`config.mk`:
```
export PLATFORM = sky130hd
export DESIGN_NAME = reg_wb_arbiter
export DESIGN_NICKNAME = d
export VERILOG_FILES = /design/src/rtl/reg_wb_arbiter.sv
export SDC_FILE = /design/constraint.sdc
export NUM_CORES = 1
export LEC_CHECK = 0
export ABC_AREA = 1
export CORE_UTILIZATION = 25
export CTS_CLUSTER_SIZE = 14
export DETAILED_ROUTE_END_ITERATION = 12
export PLACE_DENSITY = 0.56
export SETUP_SLACK_MARGIN = 0.5
export SLEW_MARGIN = 25
export SYNTH_ARGS = -nofsm -noshare
export SYNTH_HDL_FRONTEND = slang
export SYNTH_SLANG_ARGS = --single-unit
export TNS_END_PERCENT = 20
```
`constraint.sdc`:
```
create_clock -name clk -period 1.48 [get_ports clk]
set_input_delay 0.222 -clock clk [delete_from_list [all_inputs] [get_ports clk]]
set_output_delay 0.222 -clock clk [all_outputs]
set_load 0.02 [all_outputs]
```
`src/rtl/reg_wb_arbiter.sv`:
```
// Two-requester (ALU, load) writeback arbiter for the register file write port; grants are combinational, the write stage is registered.
// Optional build macro WB_RR_ARB_EN swaps the starvation-boost priority FSM for strict round robin.
module reg_wb_arbiter #(
  parameter int DATA_W   = 16,
  parameter int ADDR_W   = 4,
  parameter int MAX_WAIT = 4
) (
  input  logic                 clk,
  input  logic                 rst_n,
  input  logic                 alu_req,
  input  logic [ADDR_W-1:0]    alu_reg,
  input  logic [DATA_W-1:0]    alu_data,
  output logic                 alu_gnt,
  input  logic                 mem_req,
  input  logic [ADDR_W-1:0]    mem_reg,
  input  logic [DATA_W-1:0]    mem_data,
  output logic                 mem_gnt,
  output logic                 RegWrite,
  output logic [ADDR_W-1:0]    Write_Reg,
  output logic [DATA_W-1:0]    Write_Bus,
  output logic [2**ADDR_W-1:0] pend_mask
);

  typedef enum logic {MEM_PRI, ALU_PRI} state_t;

  state_t              state_q, state_d;
  logic                reg_write_q;
  logic [ADDR_W-1:0]   write_reg_q;
  logic [DATA_W-1:0]   write_bus_q;

  // Grants are gated by rst_n so nothing is accepted while the write stage is held in reset.
  always_comb begin
    alu_gnt = 1'b0;
    mem_gnt = 1'b0;
    if (rst_n) begin
      if (state_q == MEM_PRI) begin
        mem_gnt = mem_req;
        alu_gnt = alu_req & ~mem_req;
      end else begin
        alu_gnt = alu_req;
        mem_gnt = mem_req & ~alu_req;
      end
    end
  end

`ifdef WB_RR_ARB_EN
  always_comb begin
    state_d = state_q;
    if (mem_gnt)      state_d = ALU_PRI;
    else if (alu_gnt) state_d = MEM_PRI;
  end
`else
  localparam logic [3:0] MaxWaitC = 4'(MAX_WAIT);

  logic [3:0] wait_cnt_q, wait_cnt_d;

  always_comb begin
    wait_cnt_d = wait_cnt_q;
    if (!alu_req || alu_gnt)    wait_cnt_d = '0;
    else if (wait_cnt_q != 4'hF) wait_cnt_d = wait_cnt_q + 4'd1;
  end

  // The boost looks at the registered count, so ALU loses once more in the cycle the switch is decided.
  always_comb begin
    state_d = state_q;
    case (state_q)
      MEM_PRI: if (wait_cnt_q >= MaxWaitC && !alu_gnt) state_d = ALU_PRI;
      ALU_PRI: if (alu_gnt) state_d = MEM_PRI;
      default: state_d = MEM_PRI;
    endcase
  end

  always_ff @(posedge clk or negedge rst_n) begin
    if (!rst_n) wait_cnt_q <= '0;
    else        wait_cnt_q <= wait_cnt_d;
  end
`endif

  always_ff @(posedge clk or negedge rst_n) begin
    if (!rst_n) begin
      state_q     <= MEM_PRI;
      reg_write_q <= 1'b0;
      write_reg_q <= '0;
      write_bus_q <= '0;
    end else begin
      state_q     <= state_d;
      reg_write_q <= alu_gnt | mem_gnt;
      if (alu_gnt) begin
        write_reg_q <= alu_reg;
        write_bus_q <= alu_data;
      end else if (mem_gnt) begin
        write_reg_q <= mem_reg;
        write_bus_q <= mem_data;
      end
    end
  end

  assign RegWrite  = reg_write_q;
  assign Write_Reg = write_reg_q;
  assign Write_Bus = write_bus_q;

  always_comb begin
    pend_mask = '0;
    if (alu_req && !alu_gnt) pend_mask[alu_reg]     = 1'b1;
    if (mem_req && !mem_gnt) pend_mask[mem_reg]     = 1'b1;
    if (reg_write_q)         pend_mask[write_reg_q] = 1'b1;
  end

endmodule

```
==> results_dict.tcl, run 1 <==
set metrics [dict create \
    synth_area_mm2 0.00196 \
    grt_start_max_net_pins 21 \
    clk_latency_ns 0.26 \
    gp_congestion 0.912 \
    synth_largest_area_cell "dfrtp_1" \
    clock_path_buffers 2 \
    finalCriticalPeriod_ns 1.61 \
    outcome "finished, violations left" \
    ys_ff_latch 26 \
    yosys.cell_types.count 18 \
    cp-end-kind "output port" \
    drive_gt1_share_pct 30.1 \
    seq_area_frac_synth_pct 33.3 \
    drv_cap 0 \
    antenna_found_initial 0 \
    synth.net_count 376 \
    syn_inst 331 \
    cts_sinks 26 \
    drt_iter0_drc 68 \
    synth_area_leaders "dfrtp_1 (33%), nand2_1 (31%), nand3_1 (14%), nor2_1 (7.9%), inv_1 (4.0%)" \
    io_buffers 82 \
    critPathKind "register to output port" \
    yosys.area.top_type_share_pct 33.3 \
    critPathLaunchType "register" \
    numCtsBuffers 3 \
    antennaDiodeCount 0 \
    postCtsHoldBufs 0 \
    clockRootBuffer "clkbuf_8" \
    power_uw 2540 \
    dr.pass1.iters 4 \
    grt_use_total_pct 16.4 \
    first_global_vias 2309 \
    drc 0 \
    final_nets 484 \
    num_rows 31 \
    vias_per_cell 4.47 \
    timing.fmax_mhz 622 \
    hold_viol 0 \
    pre_cts_slack_ns -0.728 \
    wl_per_cell_um 12.1 \
    cts_tree "built" \
    failed_checks "setup timing" \
    dpl.hpwl_um 5160 \
    rsz0062_at_grt "yes" \
    area_growth_pct 76.5 \
    holdWs_ns 0.0492 \
    final_common_cell "nand2_1" \
    crit_arrival_ns 1.38 \
    leakagePower_uw 0.00185 \
    fill_cells 751 \
    fp.dieW_um 90.4 \
    final_max_slew_viol_count 0 \
    drt_wl_total_um 6490 \
    coreArea_mm2 0.00741 \
    clk_pin_slew_ns 0.08 \
    required_ns 1.26 \
    vias 2403 \
    io_pins 83 \
    path_max_fanout 9 \
    ir_worst_vdd_mv 0.425 \
    layout.cells.most_common_list "nand2_1 (149), buf_6 (46), nor2_1 (37)" \
    start_util_pct 26.4 \
    ys_warn_count 0 \
    die_area_mm2 0.00818 \
    drtAntennaViolNets 0 \
    worst_pin_slew_ns 0.295 \
    setup-tns-final_ns -1.72 \
    post-route-worst-setup-slack_ns -0.127 \
    worst_slew_margin_rel_pct 80.1 \
    p_per_area_mw_per_mm2 734 \
    setup_viol 17 \
    cts.htree.levels 1 \
    syn_avg_cell_area_um2 5.91 \
    die_h_um 90.4 \
    skew_ns 0.00262 \
    fin_crit_sh_pct 109 \
    hp-class "input port to async pin" \
    grt_overflow_total 0 \
    grt_pass1_wl_um 11000 \
]
layout make-up:
cell class / count / area [um2] / area share, %
Tap cell: 99 / 124 / 3.59
Multi-Input combinational cell: 268 / 1310 / 37.9
Sequential cell: 26 / 656 / 19.0
Inverter: 22 / 82.6 / 2.39
Timing Repair Buffer: 118 / 1220 / 35.5
Clock buffer: 4 / 55.1 / 1.59
flip-flops by register name, indices dropped and copies added (netlist names):
register    flops
RegWrite        1
Write_Bus      16
Write_Reg       4
state_q         1
wait_cnt_q      4
where the power goes:
part | total [uW] | switching, uW | leakage, uW | internal, uW
Combinational | 1190 | 603 | 0.00150 | 584
Sequential | 900 | 91.9 | 0.000321 | 808
Clock | 447 | 210 | 0.0000288 | 237
Total | 2540 | 905 | 0.00185 | 1630
critical path, cell delays in order (launching register included):
cell and delay, ns:
dfrtp_1 0.41, inv_1 0.07, nand2_2 0.08, nand2_4 0.12
buf_12 0.14, nand3_1 0.10, nand3_2 0.09, buf_6 0.12
logic make-up (layout without fill, tap and decap cells):
logic type | after synthesis | count (layout) | share of synthesized area, %
AOI/OAI and AO/OA | 5 | 5 | 1.73
adders and majority gates | 1 | 1 | 0.640
and+or+nand+nor | 261 | 261 | 54.0
xor gates and xnor gates | 1 | 1 | 0.448
DFF | 26 | 26 | 33.3
buffers and inverters | 37 | 144 | 9.92
synthesized netlist by cell type:
cell type / number
nand2_1: 161
nand2_2: 2
a21boi_2: 1
inv_1: 21
xor2_1: 1
o21ai_0: 2
buf_6: 4
dfrtp_1: 26
buf_2: 9
clkbuf_8: 1
nand3_1: 54
nor2_1: 41
o31ai_1: 1
inv_2: 1
ha_1: 1
nor3_1: 3
buf_4: 1
a21oi_1: 1
timing repair:
item	CTS	global route
gates cloned	1	0
endpoints found under the setup margin	65	65
setup buffers	1	5
gates resized for setup	249	28
pin swaps	8	8
metrics by stage:
step | cell area (um2) | util, % | cells
2_1_floorplan | 2060 | - | 331
3_3_place_gp | 3140 | 42.4 | 526
3_5_place_dp | 3140 | 42.4 | 526
4_1_cts | 3320 | 44.8 | 532
5_1_grt | 3450 | 46.6 | 537
6_report | 3450 | 46.6 | 537
metal layers:
layer	track usage, %	wire length, um	up-vias
li1	-	-	1237
met1	21.0	2870	1090
met2	29.0	3260	70
met3	2.53	321	6
met4	3.23	46	0
met5	0	0	-
worst paths after layout:
kind	from	end	slack [ns]	cells past startpoint
hold / removal	rst_n	Write_Reg[3]$_DFFE_PN0P_	0.05	2
setup / recovery	state_q$_DFF_PN0_	pend_mask[8]	-0.13	7
max in group asynchronous	rst_n	state_q$_DFF_PN0_	1.15	3
hold reg to reg	Write_Bus[12]$_DFFE_PN0P_	Write_Bus[12]$_DFFE_PN0P_	0.51	2
min in group clk	mem_reg[1]	Write_Reg[1]$_DFFE_PN0P_	0.37	5
setup reg to reg	state_q$_DFF_PN0_	wait_cnt_q[3]$_DFFE_PN0P_	0.14	7
Note: power is estimated with default switching activity, not from simulation.
==> run 2, diff against run 1 <==
- CORE_MARGIN: default -> 5
- SKIP_CTS_REPAIR_TIMING: default -> 1
==> run 2 against run 1 <==
Effect of this change:
- the run still ends with setup timing left
- sequential power about the same
- power decreased by 2.6%
- highest routed layer unchanged
- clock power increased by 2%
- clock skew decreased by 0.0015 ns
- hold slack got worse by 0.019 ns
- design area decreased by 4.2%
==> results_dict.tcl, run 2 (same netlist as run 1, synthesis figures left out) <==
set metrics [dict create \
    final_max_slew_viol_count 0 \
    p_int_uw 1590 \
    gp_congestion 0.824 \
    pre_cts_slack_ns -0.696 \
    clk_latency_ns 0.26 \
    dr.pass1.iters 4 \
    crit_arrival_ns 1.42 \
    layout.cells.most_common_list "nand2_1 (159), clkdlybuf4s50_1 (39), nor2_1 (38), nand3_1 (38), buf_4 (35)" \
    cts_sinks 26 \
    outcome "finished, violations left" \
    p_sw_uw 883 \
    die_h_um 98.4 \
    multiInputGateArea_mm2 0.00124 \
    drc 0 \
    required_ns 1.26 \
    drtAntennaViolNets 0 \
    die_area_mm2 0.00969 \
    largest_reg_flops 16 \
    coreArea_mm2 0.00769 \
    clockRootBuffer "clkbuf_8" \
    failed_checks "setup timing" \
    start_util_pct 25.4 \
    grt_overflow_total 0 \
    num_rows 32 \
    clock_path_buffers 2 \
    clkPwrFrac_pct 18.5 \
    antenna_found_initial 1 \
    rsz0062_at_grt "yes" \
    post-route-worst-setup-slack_ns -0.158 \
    drv_cap 0 \
    critPathLaunchType "input port" \
    fill_cells 845 \
    first_global_vias 2458 \
    setup_viol 17 \
    vias 2358 \
    worst_slew_margin_rel_pct 82.4 \
    fin_crit_sh_pct 111 \
    final_common_cell "nand2_1" \
    sw_frac_of_total_pct 35.8 \
    timing.fmax_mhz 610 \
    numCtsBuffers 3 \
    grt_start_max_net_pins 21 \
    clk_pin_slew_ns 0.09 \
    drt_iter0_drc 60 \
    hp-class "input port to async pin" \
    area_growth_pct 69.2 \
    dpl.hpwl_um 5280 \
    final_nets 480 \
    p_comb_share_pct 45.0 \
    cp-end-kind "output port" \
    drive_gt1_share_pct 25.1 \
    wl_per_cell_um 12.4 \
    worst_pin_slew_ns 0.262 \
    ir_worst_vdd_mv 0.341 \
    cts_tree "built" \
    p_per_area_mw_per_mm2 747 \
    pwr-share-seq_pct 36.5 \
    vias_per_cell 4.39 \
    skew_ns 0.00116 \
    setup-tns-final_ns -2.24 \
    io_buffers 82 \
    path_max_fanout 9 \
    grt_pass1_wl_um 11300 \
    finalCriticalPeriod_ns 1.64 \
    fp.dieW_um 98.4 \
    cts.htree.levels 1 \
    critPathKind "input port to output port" \
    seq_area_um2 657 \
    drt_wl_total_um 6650 \
    hold_viol 0 \
    grt_use_total_pct 14.0 \
    leakagePower_uw 0.00183 \
    io_pins 83 \
]
==> run 2: final cells by class <==
cell class	instances	share of cell area [%]
Multi-Input combinational cell	268	37.6
Timing Repair Buffer	114	34.5
Sequential cell	26	19.9
Tap cell	102	3.86
Inverter	22	2.50
Clock buffer	4	1.66
Antenna cell	1	0.0756
==> run 2: critical path: stages <==
cell,delay (ns)
clkdlybuf4s50_1,0.53
nand2_2,0.10
nand2_4,0.10
clkbuf_16,0.16
nand3_2,0.08
nand3_2,0.08
clkbuf_2,0.16
==> run 2: path summary, 6_finish.rpt <==
check,start,end,slack (ns),cells after the start
min reg2reg,wait_cnt_q[3]$_DFFE_PN0P_,state_q$_DFF_PN0_,0.50,2
min,rst_n,Write_Bus[1]$_DFFE_PN0P_,0.03,2
min in group clk,alu_reg[1],Write_Reg[1]$_DFFE_PN0P_,0.39,5
max,mem_req,pend_mask[3],-0.16,7
max in group asynchronous,rst_n,RegWrite$_DFF_PN0_,1.18,4
max reg2reg,state_q$_DFF_PN0_,Write_Bus[6]$_DFFE_PN0P_,0.22,9
==> run 2: layer usage <==
| metal | wire, um | track usage, % |
|---|---|---|
| met1 | 2850 | 17.7 |
| met2 | 3130 | 23.5 |
| met3 | 629 | 4.95 |
| met4 | 29 | 2.52 |
| met5 | 0 | 0 |
==> run 2: metrics by stage <==
step | instance area, um2 | hold slack [ns] | util (%) | total power (uW) | cells
after global placement | 3160 | 0.462 | 41.0 | 1970 | 530
final | 3310 | 0.0302 | 43.0 | 2470 | 537
after detailed placement | 3160 | 0.465 | 41.0 | 1970 | 530
after CTS | 3210 | 0.397 | 41.8 | 2450 | 534
after floorplan | 2060 | -0.0736 | - | 1410 | 331
after global routing | 3310 | 0.0369 | 43.0 | 2650 | 537
==> run 2: power by group through the flow <==
stage	Clock (uW)	Combinational, uW	Sequential (uW)
floorplan	0	415	995
global placement	0	1070	897
detailed placement	0	1070	898
global route	508	1220	918
finish	457	1110	902
CTS	482	1080	887
